**config.mk**
```make
export PLATFORM = sky130hd
export DESIGN_NAME = wishbone_arbiter_n
export DESIGN_NICKNAME = d
export VERILOG_FILES = /design/src/rtl/wb_arb_pkg.sv /design/src/rtl/wb_arb_picker.sv /design/src/rtl/wishbone_arbiter_n.sv
export SDC_FILE = /design/constraint.sdc
export NUM_CORES = 1
export LEC_CHECK = 0
export BUFFER_PORTS_ARGS = -buffer_cell sky130_fd_sc_hd__buf_2
export CAP_MARGIN = 20
export CORE_AREA = 2 2 131 133
export CTS_CLUSTER_DIAMETER = 80
export CTS_CLUSTER_SIZE = 20
export DETAILED_ROUTE_END_ITERATION = 8
export DIE_AREA = 0 0 133 135
export PLACE_DENSITY_LB_ADDON = 0.3
export SYNTH_ARGS = -nofsm -noshare
export SYNTH_HDL_FRONTEND = slang
export SYNTH_SLANG_ARGS = --single-unit
```
**constraint.sdc**
```tcl
create_clock -name clk -period 2.1 [get_ports clk]
set_input_delay 0.105 -clock clk [delete_from_list [all_inputs] [get_ports clk]]
set_output_delay 0.105 -clock clk [all_outputs]
set_load 0.01 [all_outputs]
```
**src/rtl/wb_arb_pkg.sv**
```systemverilog
// Shared types and helpers for the N-master Wishbone arbiter.
package wb_arb_pkg;

   typedef enum logic {
      ARB_FIXED = 1'b0,
      ARB_RR    = 1'b1
   } arb_mode_e;

   typedef enum logic {
      IDLE  = 1'b0,
      OWNED = 1'b1
   } state_e;

   localparam int MAX_MASTERS = 8;

   // OR-reduction encoder; the arbiter only ever feeds it a one-hot or zero vector.
   function automatic logic [2:0] onehot_to_idx(input logic [MAX_MASTERS-1:0] onehot);
      logic [2:0] idx;
      idx = '0;
      for (int i = 0; i < MAX_MASTERS; i++) begin
         if (onehot[i]) begin
            idx = idx | 3'(i);
         end
      end
      return idx;
   endfunction

endpackage

```
**src/rtl/wb_arb_picker.sv**
```systemverilog
// Combinational winner selection: fixed priority (index 0 first) or
// round-robin starting just after the pointer, with an exclusion mask.
module wb_arb_picker
   import wb_arb_pkg::*;
#(
   parameter int N_MASTERS = 4,
   parameter int PTR_W     = 2
) (
   input  logic [N_MASTERS-1:0] req,
   input  logic [PTR_W-1:0]     ptr,
   input  arb_mode_e            mode,
   input  logic [N_MASTERS-1:0] exclude,
   output logic [N_MASTERS-1:0] winner,
   output logic                 valid
);

   logic [N_MASTERS-1:0] eligible;
   int                   start;
   int                   idx;

   always_comb begin
      winner   = '0;
      valid    = 1'b0;
      eligible = req & ~exclude;
      start    = (mode == ARB_RR) ? int'(ptr) + 1 : 0;
      idx      = 0;
      for (int k = 0; k < N_MASTERS; k++) begin
         idx = start + k;
         if (idx >= N_MASTERS) begin
            idx = idx - N_MASTERS;
         end
         if (!valid && eligible[idx]) begin
            winner[idx] = 1'b1;
            valid       = 1'b1;
         end
      end
   end

endmodule

```
**src/rtl/wishbone_arbiter_n.sv**
```systemverilog
// N-master to 1-slave pipelined Wishbone arbiter with bus locking for the whole cyc tenure.
// Define WB_ARB_TIMEOUT_EN to add a watchdog that errors out and evicts a master left without ack.
module wishbone_arbiter_n
   import wb_arb_pkg::*;
#(
   parameter int N_MASTERS = 4,
   parameter int ADDR_W    = 16,
   parameter int DATA_W    = 32,
   parameter int ARB_MODE  = 1,
   parameter int TIMEOUT   = 64
) (
   input  logic                        clk,
   input  logic                        rst_n,
   input  logic [N_MASTERS*ADDR_W-1:0] m_adr,
   input  logic [N_MASTERS*DATA_W-1:0] m_dat_w,
   input  logic [N_MASTERS-1:0]        m_we,
   input  logic [N_MASTERS-1:0]        m_stb,
   input  logic [N_MASTERS-1:0]        m_cyc,
   output logic [DATA_W-1:0]           m_dat_r,
   output logic [N_MASTERS-1:0]        m_ack,
   output logic [N_MASTERS-1:0]        m_stall,
   output logic [N_MASTERS-1:0]        m_err,
   output logic [ADDR_W-1:0]           s_adr,
   output logic [DATA_W-1:0]           s_dat_w,
   output logic                        s_we,
   output logic                        s_stb,
   output logic                        s_cyc,
   input  logic [DATA_W-1:0]           s_dat_r,
   input  logic                        s_ack,
   input  logic                        s_stall,
   output logic [N_MASTERS-1:0]        grant
);

   localparam int        PTR_W = (N_MASTERS > 1) ? $clog2(N_MASTERS) : 1;
   localparam arb_mode_e MODE  = (ARB_MODE == 1) ? ARB_RR : ARB_FIXED;

   if (N_MASTERS < 2 || N_MASTERS > MAX_MASTERS || TIMEOUT < 2) begin : g_bad_cfg
      $error("wishbone_arbiter_n: N_MASTERS must be 2..8 and TIMEOUT >= 2");
   end

   state_e                 state;
   state_e                 state_nxt;
   logic [N_MASTERS-1:0]   grant_nxt;
   logic [PTR_W-1:0]       ptr;
   logic [PTR_W-1:0]       ptr_nxt;
   logic [N_MASTERS-1:0]   winner;
   logic [MAX_MASTERS-1:0] winner_wide;
   logic                   win_valid;
   logic                   owner_cyc;
   logic                   ack_routed;
   logic                   timeout_hit;

   // The current owner is always excluded, so a release or eviction hands over to someone else.
   wb_arb_picker #(
      .N_MASTERS(N_MASTERS),
      .PTR_W    (PTR_W)
   ) u_picker (
      .req    (m_cyc),
      .ptr    (ptr),
      .mode   (MODE),
      .exclude(grant),
      .winner (winner),
      .valid  (win_valid)
   );

   assign owner_cyc  = |(m_cyc & grant);
   assign ack_routed = s_ack & owner_cyc;

   always_comb begin
      winner_wide                = '0;
      winner_wide[N_MASTERS-1:0] = winner;
   end

   always_ff @(posedge clk or negedge rst_n) begin
      if (!rst_n) begin
         state <= IDLE;
         grant <= '0;
         ptr   <= PTR_W'(N_MASTERS - 1);
      end else begin
         state <= state_nxt;
         grant <= grant_nxt;
         ptr   <= ptr_nxt;
      end
   end

   always_comb begin
      state_nxt = state;
      grant_nxt = grant;
      ptr_nxt   = ptr;
      case (state)
         IDLE: begin
            if (win_valid) begin
               state_nxt = OWNED;
               grant_nxt = winner;
               ptr_nxt   = PTR_W'(onehot_to_idx(winner_wide));
            end
         end
         OWNED: begin
            if (!owner_cyc || timeout_hit) begin
               if (win_valid) begin
                  grant_nxt = winner;
                  ptr_nxt   = PTR_W'(onehot_to_idx(winner_wide));
               end else begin
                  state_nxt = IDLE;
                  grant_nxt = '0;
               end
            end
         end
         default: begin
            state_nxt = IDLE;
            grant_nxt = '0;
         end
      endcase
   end

`ifdef WB_ARB_TIMEOUT_EN
   localparam int CNT_W = $clog2(TIMEOUT);

   logic [CNT_W-1:0] wd_cnt;

   assign timeout_hit = (state == OWNED) && (wd_cnt == CNT_W'(TIMEOUT - 1));
   assign m_err       = timeout_hit ? grant : '0;

   // Every grant change (new owner or drop to idle) restarts the count.
   always_ff @(posedge clk or negedge rst_n) begin
      if (!rst_n) begin
         wd_cnt <= '0;
      end else if ((grant_nxt != grant) || ack_routed) begin
         wd_cnt <= '0;
      end else if (state == OWNED) begin
         wd_cnt <= wd_cnt + 1'b1;
      end
   end
`else
   assign timeout_hit = 1'b0;
   assign m_err       = '0;
`endif

   always_comb begin
      s_adr   = '0;
      s_dat_w = '0;
      for (int i = 0; i < N_MASTERS; i++) begin
         if (grant[i]) begin
            s_adr   = s_adr | m_adr[i*ADDR_W +: ADDR_W];
            s_dat_w = s_dat_w | m_dat_w[i*DATA_W +: DATA_W];
         end
      end
   end

   assign s_we  = |(m_we & grant);
   assign s_stb = |(m_stb & grant) & ~timeout_hit;
   assign s_cyc = owner_cyc & ~timeout_hit;

   // Acks are only forwarded while the owner still holds cyc; late acks are dropped.
   assign m_ack   = ack_routed ? grant : '0;
   assign m_stall = s_stall ? '1 : ~grant;
   assign m_dat_r = s_dat_r;

endmodule

```
==> impl_summary.md, run 1 <==
Cells and area
The proportion of layout cells with a drive suffix above 1 is 57.68%. The post-layout instance count excluding filler cells is roughly 750. The number of nets in the layout is slightly below 800.

The post-route cell area is 3583 um2. The layout overhead on the synthesized area is 72.01%. 0 antenna diodes ended up in the layout.

Setup path
The worst setup path is launched from a flip-flop. The element type at the critical path end is a flip-flop. The required time at the endpoint of the critical path is 2.26 ns. The worst reg2reg path endpoint is grant[3]. The worst register-to-register path has a setup slack of 0.09 ns. At the worst endpoint, the arrival time is about 2.2 ns. The source of the worst register-to-register timing path is ptr[0].

The critical path class is reg2reg. The critical-path maximum fanout is 4. The length in cells of the worst reg-to-reg path is 8.

Worst hold path
The cell depth of the worst hold path is 0. In this run the most critical hold path is launched from s_dat_r[12]. The min-delay analysis places its worst path in the category in2out. The terminating pin of the worst hold path is m_dat_r[12].

Logic synthesis
The number of flip-flops and latches in the synthesized netlist is 7. The number of distinct standard cells referenced by the synthesized netlist is 35. The area share of the leading cell type in the synthesized netlist is 36.76%. The per-instance average area after synthesis is roughly 6.9 um2. In the synthesized netlist, the cells that appear most often are 102 x a22oi_1, 57 x nand2_1, 39 x buf_4. The number of enable-type register cells in the synthesized netlist is 0. The post-synthesis cell type with the largest combined area is a22oi_1. The synthesized netlist cell count is 302. In the post-synthesis netlist, the biggest area contributors are a22oi_1 37%, buf_4 14%, nand2_1 10%. The total number of yosys warnings is 0. The proportion of register bits with asynchronous set or reset after synthesis is 100.0%. The commonest register cell after synthesis is dfrtp_1.

The post-synthesis instance area is 2083 um2. a22oi_1 is the most common cell in the netlist. The fraction of the yosys area taken by sequential cells is 8.529%.

Power
The total power density per cell area is between 1000 and 1500 nW/um2. The reported leakage power is 1.950 nW. VDD sags by at most between 0.0003 and 0.0004 V.

Overall power consumption after layout is estimated at 0.003628 W.

Clocking
CTS placed an instance of clkbuf_16 at the clock tree root. TritonCTS built the clock tree. The maximum clock insertion buffer count is 2. After clock tree synthesis, the clock-pin slew on the worst setup and hold paths is 0.04 ns. The tree built by TritonCTS fans out to 7 sinks. The H-tree level count is 1. Clock latency on the worst-skew pair, taken at its later pin, is 0.23 ns.

The TritonCTS buffer count is 3.

Global routing
The via count of the first global-routing pass came to between 2,000 and 3,000. The number of antenna violations at the first check in global routing was 0. Global routing consumed, over all layers together, 11.16% of the routing resources.

The total congestion overflow is 0. The wire length of the first global-routing pass is 16,080 um. The maximum number of pins on one net before global-route repair is 55.

Floorplan
The die is 133 um wide. Pin placement for this block handled 339 I/O pins. The effective utilization at floorplan is 12.70%. The placeable core region is 16,410 um2. Measured along the y axis, the die boundary spans 135 um. The initialized floorplan defines 47 standard-cell rows. The die covers 17,960 um2.

Job
The max-capacitance violation count is 0.

Placement
The detailed-placement wirelength estimate is 9531 um. The port buffer count is 270. The final weighted congestion in routability-driven placement is 0.7975. After detailed placement, the total cell area comes to about 3500 um2. The cell total after placement is approximately 750.

Drt
The length of the first detailed-routing pass in iterations is 4. The final wirelength is 11,690 um. The via density per instance is about 4.3. The detailed router finished its first iteration with 210 violations.

In the final routed layout, each cell accounts on average for 15.50 um. For this run, design rule violations remaining after detail routing come to 0. The count of antenna-violating nets left after detailed routing is 0. The via count is approximately 3,200.

Timing
The max-slew violation count is 0. The share of the cycle needed by the critical path after routing is between 90% and 100%. The final setup TNS is 0 ns. Setup repair after global routing could not meet its margin everywhere.

Setup violations remaining at the end of the flow were counted as 0. The count of endpoints failing hold in the final timing report is 0. The transition time at the pin with the least slew margin is 0.6540 ns. The smallest clock period supported by the final layout is computed as 2.014 ns.

On the final layout, the worst clock skew is 0.001407 ns. The worst pin sits at a relative slew slack of around 56%. For this run, the top clock speed supported by timing is just under 500 MHz.

The worst-case hold slack is 0.2100 ns.

Status
The run finished with clean final reports.
## how the worst max path moves through the flow
stage | from | endpoint | depth (start not counted)
6_report | ptr[0] | grant[3] | 8
5_1_grt | ptr[1] | grant[1] | 8
4_1_cts | ptr[1] | grant[3] | 8
3_5_place_dp | ptr[0] | grant[2] | 8
3_3_place_gp | ptr[1] | ptr[1] | 8
2_1_floorplan | ptr[0] | grant[3] | 9
## timing repair
item,CTS,global route
endpoints found under the setup margin,0,5
gates resized for setup,0,5
setup buffers,0,0
hold endpoints to repair,7,0
hold buffers,1,0
## per-layer routing
layer	vias up	track usage, %	wire length (um)
met5	-	0	0
met2	200	19.66	5688
met4	0	1.434	39
met1	1425	14.59	4931
met3	10	2.027	1026
li1	1577	-	-
## kinds of logic after synthesis
kind of cell	after synthesis	synth area share [%]
other cells	1	0.1800
mux	1	1.081
buf+inv	66	19.40
flops	7	8.529
compound gates	128	45.89
fa+ha+maj	7	4.204
simple gates	92	20.72
## where the power goes
group / leakage (nW) / switching [W] / internal [W] / total [W]
sequential: 0.0776 / 0.0000438 / 0.000209 / 0.000253
clock: 0.0382 / 0.0000724 / 0.000253 / 0.000325
combinational: 1.83 / 0.00176 / 0.00129 / 0.00305
total: 1.95 / 0.00188 / 0.00175 / 0.00363
## cells in the final DEF, fill, tap and decap left out, types with 4 or more instances in the layout
| master | n |
|---|---|
| nand2_1 | 57 |
| a22oi_1 | 102 |
| a22o_1 | 4 |
| nand4_1 | 5 |
| nand2b_1 | 8 |
| nand3_1 | 8 |
| o21ai_0 | 9 |
| dfrtp_2 | 4 |
| ha_1 | 6 |
| conb_1 | 4 |
| buf_4 | 16 |
| and3_1 | 4 |
| buf_2 | 270 |
## metrics by stage
stage               setup WS (ns)  utilization, %
finish                    0.08552           21.84
CTS                        0.1006           21.73
global route             0.008154           21.84
floorplan                 0.02404               -
global placement           0.1273           21.19
detailed placement         0.1142           21.19
## flip-flops by register name (all words and copies together), names as in the netlist
signal and flops:
state 1, ptr 2, grant 4
## critical path, stage by stage, from the launching register on
cell and delay (ns):
dfstp_2 0.53, inv_2 0.05, ha_4 0.25, nand2b_1 0.16, or4_4 0.43, o22ai_4 0.17, o21ai_1 0.10, nand4_2 0.11
a22o_1 0.14
## area by class of cell
| cell class | count | area [um2] |
|---|---|---|
| repair buffers | 287 | 1481 |
| multi-input cells | 232 | 1550 |
| clock buffers | 4 | 78.83 |
| inverters | 4 | 15.01 |
| flip-flops and latches | 7 | 182.7 |
| well taps | 220 | 275.3 |
| fillers | 1847 | 12820 |
No activity file was read; power rests on OpenSTA's default activity.
==> inputs of run 2 (changes only) <==
- CORE_AREA: 2 2 131 133 -> 2 2 133 135
- DIE_AREA: 0 0 133 135 -> 0 0 135 137
- SYNTH_HIERARCHICAL: default -> 1
==> run 2 against run 1 <==
  * Core utilization shrank 0.16 points
  * Via count rose by 2.5%
  * Register-to-register slack lost 0.25 ns
  * Synthesized area grew 6.2%
  * Combinational power is 22% higher
  * Worst setup slack worse by 0.25 ns
  * Critical endpoint is now ptr[1]
  * Clock power increased by 2%
  * The flow now finishes with violations (negative setup slack)
  * Routed wire length is 4.4% higher
  * Sequential cell count is the same
==> impl_summary.md, run 2 <==
Placement
The cell total after placement is 761 (+1.6%). The post-placement setup slack is -0.2014 ns (-0.3156 ns). The detailed-placement wirelength estimate is 9831 um (+3.1%).

The placed instance area is 3596 um2 (+3.5%). The port buffer count is 270 (unchanged). The final weighted congestion in routability-driven placement is 0.8044 (+0.87%).

Clocking
The H-tree level count is 1 (unchanged). The clock transition at the registers of the reported paths is 0.04 ns (about the same). The count of clock tree sinks is 7 (unchanged).

The TritonCTS buffer count is 3 (unchanged). The TritonCTS clock tree is built. The post-CTS setup repair buffer count is 0 (unchanged). CTS placed an instance of clkbuf_16 at the clock tree root. The clock latency on the worst-skew pair is 0.23 ns (about the same).

The maximum clock insertion buffer count came to 2 (unchanged).

Floorplan
The floorplan die area came to 18,500 um2 (+3.0%). The placeable core region is 17,060 um2 (+4.0%). The top-level port count was 339 (unchanged). The effective utilization at floorplan is 12.98% (+0.28 points). The floorplan row count is 48 (+2.1%). The width of the chip is 135 um (+1.5%). The vertical extent of the die came to 137 um (+1.5%).

Setup path
The highest cell delay on the worst timing path came to 0.55 ns (+0.02 ns). The critical path arrival is 2.42 ns (+0.24 ns). In this run the critical register-to-register path is captured at ptr[1]. The required time at the endpoint of the critical path came to 2.26 ns (about the same). The setup slack on the worst flop-to-flop path came to -0.17 ns (-0.25 ns). The length in cells of the worst reg-to-reg path came to 8 (unchanged).

The critical-path maximum fanout is 8 (+4). The critical path is of the reg2reg type. Walking the worst path, the cells encountered are ha_4, and2_4, ha_4, mux4_2, o211ai_1, o211ai_1, nor3b_1, a2bb2oi_1.

The buffers plus inverters on the worst setup path is 0 (-1). Among cell families on the critical path, the largest total delay comes from flip-flops. On the critical path, the stage with the largest delay is an instance of dfstp_2. The worst setup path is launched from a flip-flop. The element type at the critical path end is a flip-flop. The source of the worst register-to-register timing path is ptr[1].

Logic synthesis
The number of distinct standard cells referenced by the synthesized netlist is 36 (+2.9%). The fraction of the yosys area taken by sequential cells was 8.027% (-0.50 points). The area share of the leading cell type in the synthesized netlist is 33.92% (-2.8 points). The proportion of register bits with asynchronous set or reset after synthesis is 100.0% (unchanged). In the post-synthesis netlist, the biggest area contributors are a22oi_1 34%, buf_4 13%, nand2_1 9.8%. The per-instance average area after synthesis is 7.163 um2 (+3.8%). The number of enable-type register cells in the synthesized netlist is 0 (unchanged). Summed over all instances, the cell type with the most area after synthesis is a22oi_1. The synthesized netlist cell count is 309 (+2.3%). The total number of yosys warnings came to 6 (+6).

Yosys instantiated no cell more often than a22oi_1. The commonest register cell after synthesis is dfrtp_1. The post-synthesis instance area is 2213 um2 (+6.2%).

The number of flip-flops and latches in the synthesized netlist came to 7 (unchanged). The commonest cells after synthesis are 100 x a22oi_1, 58 x nand2_1, 37 x buf_4.

Cells and area
The proportion of layout cells with a drive suffix above 1 is 57.12% (-0.56 points). The number of nets in the layout is 790 (+1.0%). In the layout the commonest cells are 270 x buf_2, 100 x a22oi_1, 58 x nand2_1.

The register with the most flip-flops in the final layout is grant. The layout overhead on the synthesized area is 67.04%. In the final layout, the registers with the most flip-flops are grant x4, ptr x2, state x1. The post-layout instance count excluding filler cells is 767 (+1.7%). The post-route cell area is 3697 um2 (+3.2%). The number of flip-flops in the largest register came to 4 (unchanged). Leaving out fill and tap cells, the most frequent cell in the layout is buf_2.

Drt
The detail-routed net length per standard cell is 15.90 um (+2.6%). The count of routing violations after the opening detailed-route iteration was 198 (-5.7%). The count of antenna-violating nets left after detailed routing is 0 (unchanged). The length of the first detailed-routing pass in iterations is 4 (unchanged). The via count is 3,292 (+2.5%). The total met3 wirelength after detailed routing is 1022 um (-0.39%). The number of design rule violations left after detail routing came to 0 (unchanged). The via density per instance came to 4.292 (+0.75%). The final wirelength is 12,190 um (+4.4%).

The highest layer touched by signal routing is met4. The routed metal-1 wire length is 4893 um (-0.77%). The routed length on met2 is 6089 um (+7.0%).

Global routing
The number of antenna violations at the first check in global routing is 1 (+1). The maximum number of pins on one net before global-route repair is 56 (+1.8%). The overall fraction of global-route tracks in use is 11.44% (+0.27 points). The total congestion overflow is 0 (unchanged). The wire length of the first global-routing pass was 16,440 um (+2.2%). The via count of the first global-routing pass is 3,002 (+3.4%).

Timing
The share of the cycle needed by the critical path after routing is 108.0% (+12 points). The achievable clock frequency is 440.9 MHz (-11%). The headroom to the max-slew limit came to 65.97% (+9.6 points). The clock skew was 0.002259 ns (+0.0008519 ns).

The final worst-path setup slack is -0.1683 ns (-0.2538 ns). The final setup TNS came to -0.8031 ns (-0.8031 ns). The clock period minus worst slack is 2.268 ns (+0.2538 ns).

The number of failing setup endpoints in the final timing report is 6 (+6). Setup repair after global routing could not meet its margin everywhere. The count of endpoints failing hold in the final timing report is 0 (unchanged). The transition time at the pin with the least slew margin is 0.5105 ns (-0.1435 ns).

The max-slew violation count was 0 (unchanged).

Status
The checks that failed: negative setup slack. The run finished, with violations left.

Power
The reported leakage power was 1.995 nW (+2.3%). The internal power of the cells was 0.001991 W (+14%). The combinational power share is 86.2% (+2.1 points).

The net switching component of the power is 0.002313 W (+23%). The sequential cell fraction of total power was 6.1% (-0.9 points). The total power density per cell area was 1164 nW/um2 (+15%).

The maximum vdd drop was 0.0004595 V (+53%). The total power consumption of the routed design is 0.004304 W (+19%). The clock network fraction of design power is 7.7% (-1.3 points). The fraction of power spent switching nets is 53.74% (+2.0 points).

Worst hold path
The worst hold path belongs to the class in2out. The cell depth of the worst hold path was 0 (unchanged). The worst min-delay path startpoint is s_dat_r[23]. The terminating pin of the worst hold path is m_dat_r[23].

Job
The max-capacitance violation count is 0 (unchanged).
==> run 2: cell types whose count changed in the layout (fill, tap and decap cells not counted), sizes merged, moves of 3 or more <==
cell,delta
o211ai,+9
nand3,-5
conb,+3
nand4,-3
o21ai,-3
==> run 2: through the flow <==
stage / util, % / hold slack [ns]
2_1_floorplan: - / -0.1906
3_3_place_gp: 21.08 / -0.04961
3_5_place_dp: 21.08 / -0.05077
4_1_cts: 21.64 / 0.2101
5_1_grt: 21.66 / 0.2100
6_report: 21.68 / 0.2100
==> run 2: kinds of logic (layout without fill, tap and decap cells) <==
logic type | Yosys count | count (layout) | share of synthesized area [%]
buf+inv | 69 | 296 | 19.90
simple gates | 90 | 90 | 19.50
other cells | 2 | 8 | 0.3393
fa+ha+maj | 8 | 8 | 4.523
compound gates | 131 | 131 | 45.68
flops | 7 | 7 | 8.027
mux | 2 | 2 | 2.035
==> run 2: what timing repair did <==
| action | 4_1_cts | 5_1_grt |
|---|---|---|
| resized for setup | 1 | 1 |
| pin swaps | 3 | 3 |
| setup endpoints to repair | 6 | 7 |
| endpoints found under the hold margin | 7 | 0 |
| hold buffers | 1 | 0 |
==> run 2: power by group through the flow <==
stage | logic, W | registers [W] | clock network (W)
floorplan | 0.00236 | 0.000286 | 0
global placement | 0.00376 | 0.000262 | 0
detailed placement | 0.00373 | 0.000262 | 0
CTS | 0.00375 | 0.000262 | 0.000333
global route | 0.00411 | 0.000273 | 0.000340
finish | 0.00371 | 0.000263 | 0.000331
==> run 2: final cells by class <==
class | count | area, um2
Timing Repair Buffer | 286 | 1478
Inverter | 6 | 27.53
Tap cell | 225 | 281.5
Multi-Input combinational cell | 238 | 1645
Clock buffer | 3 | 75.07
Clock inverter | 1 | 5.005
Sequential cell | 7 | 182.7
Antenna cell | 1 | 2.502
Fill cell | 1966 | 13360
==> run 2: worst max path at each step <==
stage | from | to | slack (ns) | cells past startpoint
2_1_floorplan | ptr[0] | ptr[0] | 0.11 | 8
3_3_place_gp | ptr[1] | ptr[1] | -0.24 | 8
3_5_place_dp | ptr[1] | grant[0] | -0.20 | 8
4_1_cts | ptr[1] | ptr[0] | -0.16 | 9
5_1_grt | ptr[1] | ptr[0] | -0.30 | 9
6_report | ptr[1] | ptr[1] | -0.17 | 8
==> run 2: routing by layer <==
metal	track usage (%)	up-vias
li1	-	1597
met1	14.22	1483
met2	20.39	190
met3	2.185	22
met4	2.662	0
met5	0	-
==> inputs of run 3 (changes only) <==
- CORE_AREA: 2 2 133 135 -> 2 2 131 133
- DIE_AREA: 0 0 135 137 -> 0 0 133 135
- SYNTH_HIERARCHICAL: 1 -> default
- clock period: 2.1 -> 2.04 ns (I/O delays scaled with it)
==> run 3 against run 2 <==
  * The run now ends clean
  * Clock-buffer cell count up 1
  * Sequential power about the same
  * Cell area down 2.5%
  * Worst setup slack better by 0.18 ns
  * Clock power up 2%
  * Global-route usage about the same
  * Sequential share of layout area up 0.13 points
  * First-iteration DRC count up 44%
  * Power down 11%
  * Via count down 2.0%
  * Combinational power down 13%
  * Die area down 2.9%
  * Critical path type unchanged
  * Highest routed layer unchanged
==> impl_summary.md, run 3 (same netlist as run 1, synthesis figures left out) <==
Setup path
The signal on the critical path passes through inv_4, ha_4, nand2b_4, or4_4, o22ai_4, o21ai_1, nand4_1, o31a_1. The worst reg2reg path endpoint is ptr[0]. Among all stages on the critical path, the largest delay is contributed by dfstp_2. The critical path class is reg2reg. The highest cell delay on the worst timing path is 0.55 ns (about the same).

The critical path starts at ptr[0]. The worst setup path is captured at a flip-flop. The setup slack on the worst flop-to-flop path is 0.01 ns (+0.18 ns). The kind of cell with the highest combined delay on the critical path is simple AND/OR/NAND/NOR gates. The critical-path maximum fanout is 4 (-4). The length in cells of the worst reg-to-reg path is 8 (unchanged). The buffers plus inverters on the worst setup path was 1 (+1).

The critical path arrival is 2.20 ns (-0.22 ns). STA classifies the critical path startpoint as a flip-flop. The required time at the endpoint of the critical path came to 2.21 ns (-0.05 ns). The startpoint identified for the worst register-to-register timing path is ptr[0].

Worst hold path
The worst hold path belongs to the class in2out. The cell depth of the worst hold path is 0 (unchanged). The worst min-delay path startpoint is s_dat_r[12]. The worst hold path terminates at m_dat_r[12].

Power
The maximum vdd drop came to 0.0003557 V (-23%). The fraction of power spent switching nets is 52.00% (-1.7 points). The reported leakage power is 1.958 nW (-1.9%). The total power density per cell area is 1058 nW/um2 (-9.2%).

The sequential cell fraction of total power is 7.0% (+0.9 points). The net switching component of the power came to 0.001982 W (-14%). The clock network fraction of design power is 8.8% (+1.1 points). The internal power of the cells was 0.001830 W (-8.1%).

The combinational power share is 84.2% (-2.0 points).

Job
The max-capacitance violation count is 0 (unchanged).

Cells and area
The largest registers in the layout are grant x4, ptr x2, state x1. The number of flip-flops in the largest register is 4 (unchanged). The number of fill cells in the layout is 1,875 (-4.6%).

The register containing the most flip-flops in the final layout is grant. The number of nets in the layout is 781 (-1.1%). Leaving out fill and tap cells, the most frequent cells in the layout are 270 x buf_2, 102 x a22oi_1, 57 x nand2_1. The post-route cell area is 3605 um2 (-2.5%). The leading cell type in the layout, fill and taps excluded is buf_2. The area growth from synthesis to layout is 73.03%.

The proportion of layout cells with a drive suffix above 1 came to 57.97% (+0.86 points). The end-of-flow core utilization is 21.97% (+0.29 points).

Floorplan
The floorplan row count is 47 (-2.1%). The floorplan die area is 17,960 um2 (-2.9%). The effective utilization at floorplan is 12.70% (-0.28 points). The placeable core region is 16,410 um2 (-3.8%). The top-level port count is 339 (unchanged). The vertical extent of the die is 135 um (-1.5%). The width of the chip is 133 um (-1.5%).

Timing
The number of failing setup endpoints in the final timing report was 0 (-6). The clock period minus worst slack is 2.028 ns (-0.2402 ns). The achievable clock frequency came to 493.1 MHz (+12%). The headroom to the max-slew limit was 58.73% (-7.2 points). The final worst-path setup slack is 0.01186 ns (+0.1802 ns). The final setup TNS is 0 ns (+0.8031 ns).

The count of endpoints failing hold in the final timing report was 0 (unchanged). The share of the cycle needed by the critical path after routing is 99.42% (-8.6 points). Setup repair after global routing could not meet its margin everywhere. The max-slew violation count is 0 (unchanged). The transition time at the pin with the least slew margin is 0.6191 ns (+0.1086 ns). The clock skew is 0.001558 ns (-0.0007010 ns).

Placement
The placed instance area is 3476 um2 (-3.3%). The final weighted congestion in routability-driven placement is 0.7734 (-3.9%). The port buffer count is 270 (unchanged). The post-placement setup slack is 0.04653 ns (+0.2480 ns). The detailed-placement wirelength estimate was 9587 um (-2.5%).

Global routing
The wire length of the first global-routing pass is 16,260 um (-1.1%). The routing layer with the top usage in global route is met2. The routing usage on met1 is 15.39% (+1.2 points). The number of antenna violations at the first check in global routing is 1 (unchanged).

The total congestion overflow was 0 (unchanged). The global-route met2 utilization came to 17.99% (-2.4 points). The via count of the first global-routing pass is 2,859 (-4.8%). The overall fraction of global-route tracks in use is 11.39% (-0.049 points). The maximum number of pins on one net before global-route repair was 54 (-3.6%). The met3 routing resource usage after global routing was 2.140% (-0.046 points).

Drt
The length of the first detailed-routing pass in iterations is 4 (unchanged). The via count was 3,226 (-2.0%). The count of antenna-violating nets left after detailed routing is 0 (unchanged). The detail-routed net length per standard cell is 15.69 um (-1.3%). The number of design rule violations left after detail routing is 0 (unchanged). The count of routing violations after the opening detailed-route iteration came to 286 (+44%). The via density per instance is 4.279 (-0.32%). The final wirelength was 11,830 um (-3.0%).

Clocking
The root cell of the clock tree is clkbuf_16. The clock latency on the worst-skew pair is 0.23 ns (about the same). The H-tree level count is 1 (unchanged). The TritonCTS clock tree is built. The count of clock tree sinks was 7 (unchanged). The TritonCTS buffer count is 3 (unchanged).

The maximum clock insertion buffer count is 2 (unchanged). The clock transition at the registers of the reported paths is 0.04 ns (about the same).

Status
The flow ran to the end, and the final reports show no timing, DRC or antenna violations.
run 3: routing by layer:
layer  vias up  share of wire (%)
met5         -                  0
met4         0                2.6
met3        14                 10
met2       217                 46
met1      1421                 41
li1       1574                  -
run 3: power by group through the flow:
stage / Combinational, W / Clock, W / Sequential [W]
final: 0.00321 / 0.000337 / 0.000266
after global routing: 0.00350 / 0.000354 / 0.000278
after CTS: 0.00316 / 0.000344 / 0.000266
after detailed placement: 0.00314 / 0 / 0.000267
after global placement: 0.00317 / 0 / 0.000263
after floorplan: 0.00191 / 0 / 0.000262
run 3: metrics by stage:
step	hold slack [ns]	power (W)	std cells
6_report	0.2040	0.003812	754
5_1_grt	0.2040	0.004134	754
4_1_cts	0.2041	0.003766	752
3_5_place_dp	-0.04953	0.003409	747
3_3_place_gp	-0.03891	0.003432	747
2_1_floorplan	-0.1936	0.002173	305
run 3: how the worst max path moves through the flow:
stage / to / slack (ns) / depth (start not counted)
after floorplan: grant[3] / 0.01 / 9
after global placement: grant[1] / 0.07 / 8
after detailed placement: ptr[0] / 0.05 / 8
after CTS: ptr[0] / 0.03 / 8
after global routing: grant[1] / -0.04 / 8
final: ptr[0] / 0.01 / 8
run 3: timing repair:
action	CTS	global route
endpoints found under the hold margin	7	0
resized for setup	0	7
buffers inserted	0	1
hold buffers	1	0
endpoints found under the setup margin	0	6
run 3: cell type report:
class / instances / area, um2 / share of cell area (%)
diodes: 1 / 2.502 / 0.06942
clock buffers: 4 / 78.83 / 2.187
inverters: 4 / 17.52 / 0.4859
multi-input cells: 232 / 1562 / 43.32
flip-flops and latches: 7 / 182.7 / 5.068
well taps: 220 / 275.3 / 7.636
repair buffers: 286 / 1486 / 41.24
